==> config.mk <==
export PLATFORM = sky130hd
export DESIGN_NAME = alu_result_stage
export DESIGN_NICKNAME = d
export VERILOG_FILES = /design/src/rtl/alu_result_stage.sv
export SDC_FILE = /design/constraint.sdc
export NUM_CORES = 1
export LEC_CHECK = 0
export ABC_AREA = 1
export CAP_MARGIN = 20
export CORE_ASPECT_RATIO = 2
export CORE_MARGIN = 5
export CORE_UTILIZATION = 30
export DETAILED_ROUTE_END_ITERATION = 8
export GPL_ROUTABILITY_DRIVEN = 1
export PLACE_DENSITY = 0.61
export SETUP_SLACK_MARGIN = 0.02
export SLEW_MARGIN = 20
export SYNTH_ARGS = -nofsm -noshare
export SYNTH_HDL_FRONTEND = slang
export SYNTH_SLANG_ARGS = --single-unit
export TNS_END_PERCENT = 30
==> constraint.sdc <==
create_clock -name CLK -period 2.3 [get_ports CLK]
set_clock_uncertainty 0.15 [all_clocks]
set_input_delay 0.46 -clock CLK [delete_from_list [all_inputs] [get_ports CLK]]
set_output_delay 0.46 -clock CLK [all_outputs]
set_load 0.005 [all_outputs]
==> src/rtl/alu_result_stage.sv <==
// -----------------------------------------------------------------------------
// alu_result_stage
//   Result-selection and output buffering stage of an ALU. On each accepted
//   operation the result of the single enabled unit (Arith/Logic/CMP/SHIFT) is
//   captured. A zero or multi-hot select captures 0 and flags SEL_ERR. A
//   two-entry buffer (output register + skid register) decouples upstream from
//   downstream back-pressure while keeping IN_READY a pure flop output.
//
// Ports
//   CLK, RST                 clock (rising edge), async active-low reset
//   Arith/Logic/CMP/SHIFT_Enable   unit-select enables
//   Arith/Logic/CMP/SHIFT_OUT      signed unit results, OUT_WIDTH bits each
//   IN_VALID / IN_READY      upstream handshake
//   ALU_OUT, UNIT_TAG, SEL_ERR     registered result, its enables, select error
//   OUT_VALID / OUT_READY    downstream handshake
//   ERR_CNT                  saturating count of accepted illegal selects
// -----------------------------------------------------------------------------
module alu_result_stage #(
  parameter int OUT_WIDTH = 16
) (
  input  logic                 CLK,
  input  logic                 RST,
  input  logic                 Arith_Enable,
  input  logic                 Logic_Enable,
  input  logic                 CMP_Enable,
  input  logic                 SHIFT_Enable,
  input  logic [OUT_WIDTH-1:0] Arith_OUT,
  input  logic [OUT_WIDTH-1:0] Logic_OUT,
  input  logic [OUT_WIDTH-1:0] CMP_OUT,
  input  logic [OUT_WIDTH-1:0] SHIFT_OUT,
  input  logic                 IN_VALID,
  output logic                 IN_READY,
  output logic [OUT_WIDTH-1:0] ALU_OUT,
  output logic [3:0]           UNIT_TAG,
  output logic                 OUT_VALID,
  input  logic                 OUT_READY,
  output logic                 SEL_ERR,
  output logic [7:0]           ERR_CNT
);

  typedef enum logic [1:0] {
    ST_EMPTY = 2'd0,
    ST_ONE   = 2'd1,
    ST_FULL  = 2'd2
  } state_t;

  // True when exactly one of the four enables is set.
  function automatic logic f_is_onehot(input logic [3:0] en);
    logic v;
    case (en)
      4'b1000, 4'b0100, 4'b0010, 4'b0001: v = 1'b1;
      default:                            v = 1'b0;
    endcase
    return v;
  endfunction

  // Picks the enabled unit's result; any non-one-hot select yields zero.
  function automatic logic [OUT_WIDTH-1:0] f_select(
    input logic [3:0]           en,
    input logic [OUT_WIDTH-1:0] a,
    input logic [OUT_WIDTH-1:0] l,
    input logic [OUT_WIDTH-1:0] c,
    input logic [OUT_WIDTH-1:0] s
  );
    logic [OUT_WIDTH-1:0] v;
    case (en)
      4'b1000: v = a;
      4'b0100: v = l;
      4'b0010: v = c;
      4'b0001: v = s;
      default: v = {OUT_WIDTH{1'b0}};
    endcase
    return v;
  endfunction

  state_t               r_state;
  logic [OUT_WIDTH-1:0] r_oreg_data;
  logic [3:0]           r_oreg_tag;
  logic                 r_oreg_err;
  logic                 r_oreg_valid;
  logic [OUT_WIDTH-1:0] r_sreg_data;
  logic [3:0]           r_sreg_tag;
  logic                 r_sreg_err;
  logic                 r_sreg_valid;
  logic                 r_in_ready;
  logic [7:0]           r_err_cnt;

  state_t               w_state_nxt;
  logic [OUT_WIDTH-1:0] w_oreg_data_nxt;
  logic [3:0]           w_oreg_tag_nxt;
  logic                 w_oreg_err_nxt;
  logic [OUT_WIDTH-1:0] w_sreg_data_nxt;
  logic [3:0]           w_sreg_tag_nxt;
  logic                 w_sreg_err_nxt;
  logic [7:0]           w_err_cnt_nxt;

  logic                 w_accept;
  logic                 w_drain;
  logic [3:0]           w_new_tag;
  logic                 w_new_err;
  logic [OUT_WIDTH-1:0] w_new_data;

  assign w_accept   = IN_VALID & r_in_ready;
  assign w_drain    = r_oreg_valid & OUT_READY;
  assign w_new_tag  = {Arith_Enable, Logic_Enable, CMP_Enable, SHIFT_Enable};
  assign w_new_err  = ~f_is_onehot(w_new_tag);
  assign w_new_data = f_select(w_new_tag, Arith_OUT, Logic_OUT, CMP_OUT, SHIFT_OUT);

  // Occupancy next-state and entry loading for OREG/SREG.
  always_comb begin
    w_state_nxt     = r_state;
    w_oreg_data_nxt = r_oreg_data;
    w_oreg_tag_nxt  = r_oreg_tag;
    w_oreg_err_nxt  = r_oreg_err;
    w_sreg_data_nxt = r_sreg_data;
    w_sreg_tag_nxt  = r_sreg_tag;
    w_sreg_err_nxt  = r_sreg_err;
    case (r_state)
      ST_EMPTY: begin
        if (w_accept) begin
          w_state_nxt     = ST_ONE;
          w_oreg_data_nxt = w_new_data;
          w_oreg_tag_nxt  = w_new_tag;
          w_oreg_err_nxt  = w_new_err;
        end else begin
          w_state_nxt = ST_EMPTY;
        end
      end
      ST_ONE: begin
        if (w_drain && w_accept) begin
          w_state_nxt     = ST_ONE;
          w_oreg_data_nxt = w_new_data;
          w_oreg_tag_nxt  = w_new_tag;
          w_oreg_err_nxt  = w_new_err;
        end else if (w_drain) begin
          // ALU_OUT keeps its last value once the buffer empties.
          w_state_nxt = ST_EMPTY;
        end else if (w_accept) begin
          w_state_nxt     = ST_FULL;
          w_sreg_data_nxt = w_new_data;
          w_sreg_tag_nxt  = w_new_tag;
          w_sreg_err_nxt  = w_new_err;
        end else begin
          w_state_nxt = ST_ONE;
        end
      end
      ST_FULL: begin
        // IN_READY is low here, so only a drain can change occupancy.
        if (w_drain) begin
          w_state_nxt     = ST_ONE;
          w_oreg_data_nxt = r_sreg_data;
          w_oreg_tag_nxt  = r_sreg_tag;
          w_oreg_err_nxt  = r_sreg_err;
        end else begin
          w_state_nxt = ST_FULL;
        end
      end
      default: begin
        w_state_nxt = ST_EMPTY;
      end
    endcase
  end

  // Saturating illegal-select counter next value.
  always_comb begin
    w_err_cnt_nxt = r_err_cnt;
    if (w_accept && w_new_err && (r_err_cnt != 8'd255)) begin
      w_err_cnt_nxt = r_err_cnt + 8'd1;
    end else begin
      w_err_cnt_nxt = r_err_cnt;
    end
  end

  // State, entry storage and registered handshake flags.
  always_ff @(posedge CLK or negedge RST) begin
    if (!RST) begin
      r_state      <= ST_EMPTY;
      r_oreg_data  <= {OUT_WIDTH{1'b0}};
      r_oreg_tag   <= 4'b0000;
      r_oreg_err   <= 1'b0;
      r_oreg_valid <= 1'b0;
      r_sreg_data  <= {OUT_WIDTH{1'b0}};
      r_sreg_tag   <= 4'b0000;
      r_sreg_err   <= 1'b0;
      r_sreg_valid <= 1'b0;
      r_in_ready   <= 1'b1;
      r_err_cnt    <= 8'd0;
    end else begin
      r_state      <= w_state_nxt;
      r_oreg_data  <= w_oreg_data_nxt;
      r_oreg_tag   <= w_oreg_tag_nxt;
      r_oreg_err   <= w_oreg_err_nxt;
      r_oreg_valid <= (w_state_nxt != ST_EMPTY);
      r_sreg_data  <= w_sreg_data_nxt;
      r_sreg_tag   <= w_sreg_tag_nxt;
      r_sreg_err   <= w_sreg_err_nxt;
      r_sreg_valid <= (w_state_nxt == ST_FULL);
      // Ready is the registered complement of next-cycle SREG occupancy.
      r_in_ready   <= (w_state_nxt != ST_FULL);
      r_err_cnt    <= w_err_cnt_nxt;
    end
  end

  assign IN_READY  = r_in_ready;
  assign OUT_VALID = r_oreg_valid;
  assign ALU_OUT   = r_oreg_data;
  assign UNIT_TAG  = r_oreg_tag;
  assign SEL_ERR   = r_oreg_err;
  assign ERR_CNT   = r_err_cnt;

endmodule

* Word level (Yosys, flattened, before mapping) *
Cells that the tools add are included.

word-level totals
  output and inout port bits = 31
  flip-flop bits (word level) = 54
  logic and storage cells = 56
  input port bits = 72

operators by class
  reduce and logical (&&, ||, !) cells = 9
  bitwise operators = 5
  equality and inequality tests = 11
  $add $sub $neg = 1
  mux-type cells = 20

operator list
  operator                                        number
  case mux 16 bit (4 select lines)                1
  2-to-1 mux 16 bit                               3
  case mux 16 bit (3 select lines)                1
  2-to-1 mux 4 bit                                3
  case mux 4 bit (3 select lines)                 1
  adder 8 x 1 -> 8 bit (second input constant)    1
  2-to-1 mux 2 bit                                4
  != test 2 bit (second input constant)           4
  != test 8 bit (second input constant)           1
  AND reduction 4 bit                             2
  case mux 2 bit (3 select lines)                 1
  2-to-1 mux 1 bit                                5
  == test 4 x 1 -> 1 bit (second input constant)  1
  == test 4 x 2 -> 1 bit (second input constant)  1
  == test 4 x 3 -> 1 bit (second input constant)  1
  == test 4 bit (second input constant)           1
  OR reduction 4 bit                              1
  logical AND 1 bit                               3
  inverter 1 bit                                  3
  case mux 1 bit (3 select lines)                 1
  nonzero test 3 bit                              1
  bitwise AND 1 bit                               2
  == test 2 x 1 -> 1 bit (second input constant)  1
  == test 2 bit (second input constant)           1
  other kinds (2)                                 2

* Logic depth before layout (Yosys ltp) *
  depth after elaboration = 6
  depth in mapped cells = 9
  gate-level depth less buffers = 8

* Worst setup path after synthesis *
OpenSTA, ideal clock, no wires.

  kind = register to register
  start point = register r_err_cnt[0] (netlist: ERR_CNT[0])
  end point = register r_err_cnt[5] (netlist: ERR_CNT[5])
  required time = 2,085 ps
  setup time = 65 ps
  stages on the path, launching flop included = 8
  period minus slack after synthesis = 1,537 ps
  data arrival time = 1,321 ps
  path buffers = 0
  setup slack = 763 ps
  path through = dfrtp_1 ha_1 inv_1 nor2_1 nand4_2 nand3_2 nand2_1 nand2_1

on the way
  word-level cells in the longest chain between the ends = 2
  elaborated cells on any way between the ends = 3
  classes of those cells = add/sub: 1; eq/ne: 1; reduce/logical: 1

RTL lines
  element                                                                       line  RTL
  start: declaration                                                            86    logic [7:0] r_err_cnt;
  start signal: assignment                                                      200   r_err_cnt <= w_err_cnt_nxt;
  parallel branches: the longest is 2 deep, another holds adder 8 x 1 -> 8 bit  n/a

Parallel ways; which one is timed is not known.
A chain may end at the register's enable or synchronous reset.

* Worst setup path after layout *
  start point = register r_in_ready (netlist: IN_READY)
  end point = output IN_READY

RTL lines
  element                   line  RTL
  start: declaration        85    logic r_in_ready;
  start signal: assignment  199   r_in_ready <= (w_state_nxt != ST_FULL);
  end: declaration          32    output logic IN_READY,

No word-level cell between the ends.

==> key figures <==
Worst setup path
  – Cell with the largest stage delay on the worst path: dfstp_2
  – CP Max Fanout: 2
  – Max incr delay on CP: around 0.53 ns
  – Worst path required time: 1.69 ns
  – FF-to-FF Start: ERR_CNT[0]
  – R2r setup slk: 0.49 ns
  – Reg2Reg Capture Point: ERR_CNT[7]
  – Crit path DAT: 1.31 ns
  – CP top delay family: flip-flops
  – R2R depth: 7
  – Kind of critical path: flop to primary output
  – Startpoint types: flop
  – CP endpoint kind: primary output
  – CP Buf/Inv Count: 1
  – Crit-path cells: clkdlybuf4s50_1

STA
  – Total negative slack: 0 ns
  – Pins over their slew limit: 0
  – Slew @ Worst Pin: 0.4014 ns
  – Unrepaired setup endpoints after global routing: false
  – Slew headroom: between 70% and 80%
  – Final setup viols: 0
  – Worst hold margin: -0.003503 ns
  – FMAX: 0.5197 GHz
  – Final cycle utilization of the critical path: 83.66%
  – Final min period: 1.924 ns
  – Final hold violations: 5

Routing
  – Final WL: ~8800 µm
  – Antenna Nets Post-Route: 0
  – Via count: 3153
  – Initial DRT Pass Iterations: 6
  – DR iter-0 viols: between 100 and 150
  – Vias per inst: 4.657
  – Drt wl/cell: 12.92 µm
  – DRC viols: 0

Place
  – RD Place Congestion: between 0.8 and 0.9
  – I/O Buffers: approximately 100
  – Final HPWL DP: between 6000 and 7000 µm
  – Post-Place Cells: 669

Clocking
  – H-tree Lvls: 2
  – Cts repair resizes: 0
  – Maximum clock path buffer count: 2
  – Clock Latency Late Sink: 0.29 ns
  – Hold-fix buffers, CTS: 0
  – Number of CTS-inserted buffers: 5
  – # clock sinks: 54
  – Setup bufs post-CTS: 0
  – Clock transition at path regs: 0.07 ns
  – Clk root buf: clkbuf_16
  – CTS tree: built

Final layout
  – Most common cell after layout, fill and taps aside: nand2_1
  – Post-layout util: 43.97%
  – P&R area growth vs syn: 43.89%
  – Share of cells above drive strength 1: 7.011%
  – Commonest non-fill, non-tap cells in the layout: 167 x nand2_1, 101 x clkdlybuf4s50_1, 66 x nand3_1
  – Finished Layout Cells: 677
  – ANT cells: 0
  – Nets@finish: 614

Die
  – Initial Util: 30.56%
  – Die Area: 0.01252 mm²
  – Chip Height: around 150 µm
  – Boundary Pins: 103
  – Num rows: 52
  – Die width: ~80 µm
  – Core area: 0.01008 mm²

GRT
  – First-pass GRT wire length: between 10000 and 15000 µm
  – Total GRT Usage: 14.71%
  – Largest net degree at the start of global routing: 55
  – GRT overflow: 0
  – Via count of the first global-routing pass: 3061
  – Initial antenna violation count: 0

Synthesis
  – Cell area after synthesis: ~0.0031 mm²
  – Share of Yosys cell area claimed by the top area cell type: 43.04%
  – Mean Syn Cell Area: 6.988 µm²
  – Post-synth net total: 514
  – Synth Warn #: 0
  – Post-synthesis sequential area ratio: 43.89%
  – Synth Instances: between 400 and 500
  – Netlist cell types: 24
  – Register bit total from synthesis: 54
  – Largest area contributor in the netlist: dfrtp_1
  – Top cells by area, synth: dfrtp_1 43%, nand2_1 20%, nand3_1 11%

Pwr
  – Maximum vdd drop: 363.4 µV
  – P_leak: 2.250 nW
  – Tot Pwr: approximately 4 mW
  – Pwr dens: 880.6 mW/mm²

Hold path
  – Worst min-delay path class: primary input to asynchronous set/reset pin

Run status
  – Status: finished with violations
  – Failing checks: negative hold slack

Flow run
  – Maxcap violations: 0
## metrics by stage
step	area [µm²]	setup slack, ns	hold WS, ns
CTS	4434	0.3565	0.001730
finish	4434	0.3759	-0.003503
detailed placement	4273	0.1218	0.3184
floorplan	3082	0.7632	0.01441
global route	4434	0.2647	0.02353
global placement	4273	0.1454	0.3169
## flip-flops by register name, indices dropped and copies added, names as in the netlist, 2 cells and up
signal and cells:
r_sreg_tag 4, ERR_CNT 8, ALU_OUT 16, UNIT_TAG 4, r_state 2, r_sreg_data 16
## report_power, final
group | leakage (nW) | switching (mW) | total, mW | internal [mW]
Combinational | 1.47 | 0.785 | 1.55 | 0.764
Clock | 0.0801 | 0.337 | 0.802 | 0.465
Sequential | 0.703 | 0.235 | 1.55 | 1.32
Total | 2.25 | 1.36 | 3.90 | 2.55
## final cells by class
type                    instances  area (µm²)
fillers                      1028        5650
multi-input cells             347        1538
flip-flops and latches         54        1353
repair buffers                117        1154
well taps                     135       168.9
clock buffers                   7       152.6
inverters                      16       60.06
clock inverters                 1       8.758
## cells in the mapped netlist, drive strengths merged
| cell type | n |
|---|---|
| a21oi | 4 |
| buf | 16 |
| clkbuf | 8 |
| dfrtp | 53 |
| dfstp | 1 |
| ha | 1 |
| inv | 16 |
| nand2 | 167 |
| nand3 | 67 |
| nand3b | 3 |
| nand4 | 9 |
| nor2 | 60 |
| o21ai | 33 |
| o31ai | 1 |
| xnor2 | 1 |
| xor2 | 1 |
## logic make-up (layout without fill, tap and decap cells)
kind of cell | Yosys count | count (layout) | synth area share, %
compound gates | 38 | 38 | 6.253
xor+xnor | 2 | 2 | 0.5685
fa+ha+maj | 1 | 1 | 0.4059
buf+inv | 40 | 141 | 6.211
flops | 54 | 54 | 43.89
simple gates | 306 | 306 | 42.67
## routing by layer
metal	part of all wire (%)	GRT usage [%]
met2	55	26.89
met3	3.9	1.531
met4	2.5	6.339
met1	38	16.59
met5	0	0
## worst max-delay path by stage
stage | from | depth (start not counted) | slack (ns) | endpoint
2_1_floorplan | ERR_CNT[0] | 7 | 0.76 | ERR_CNT[5]
3_3_place_gp | Logic_Enable | 9 | 0.15 | ALU_OUT[11]
3_5_place_dp | CMP_Enable | 9 | 0.12 | ALU_OUT[11]
4_1_cts | IN_READY | 1 | 0.36 | IN_READY
5_1_grt | ERR_CNT[0] | 7 | 0.26 | ERR_CNT[3]
6_report | IN_READY | 1 | 0.38 | IN_READY
Note: power is estimated with default switching activity, not from simulation.
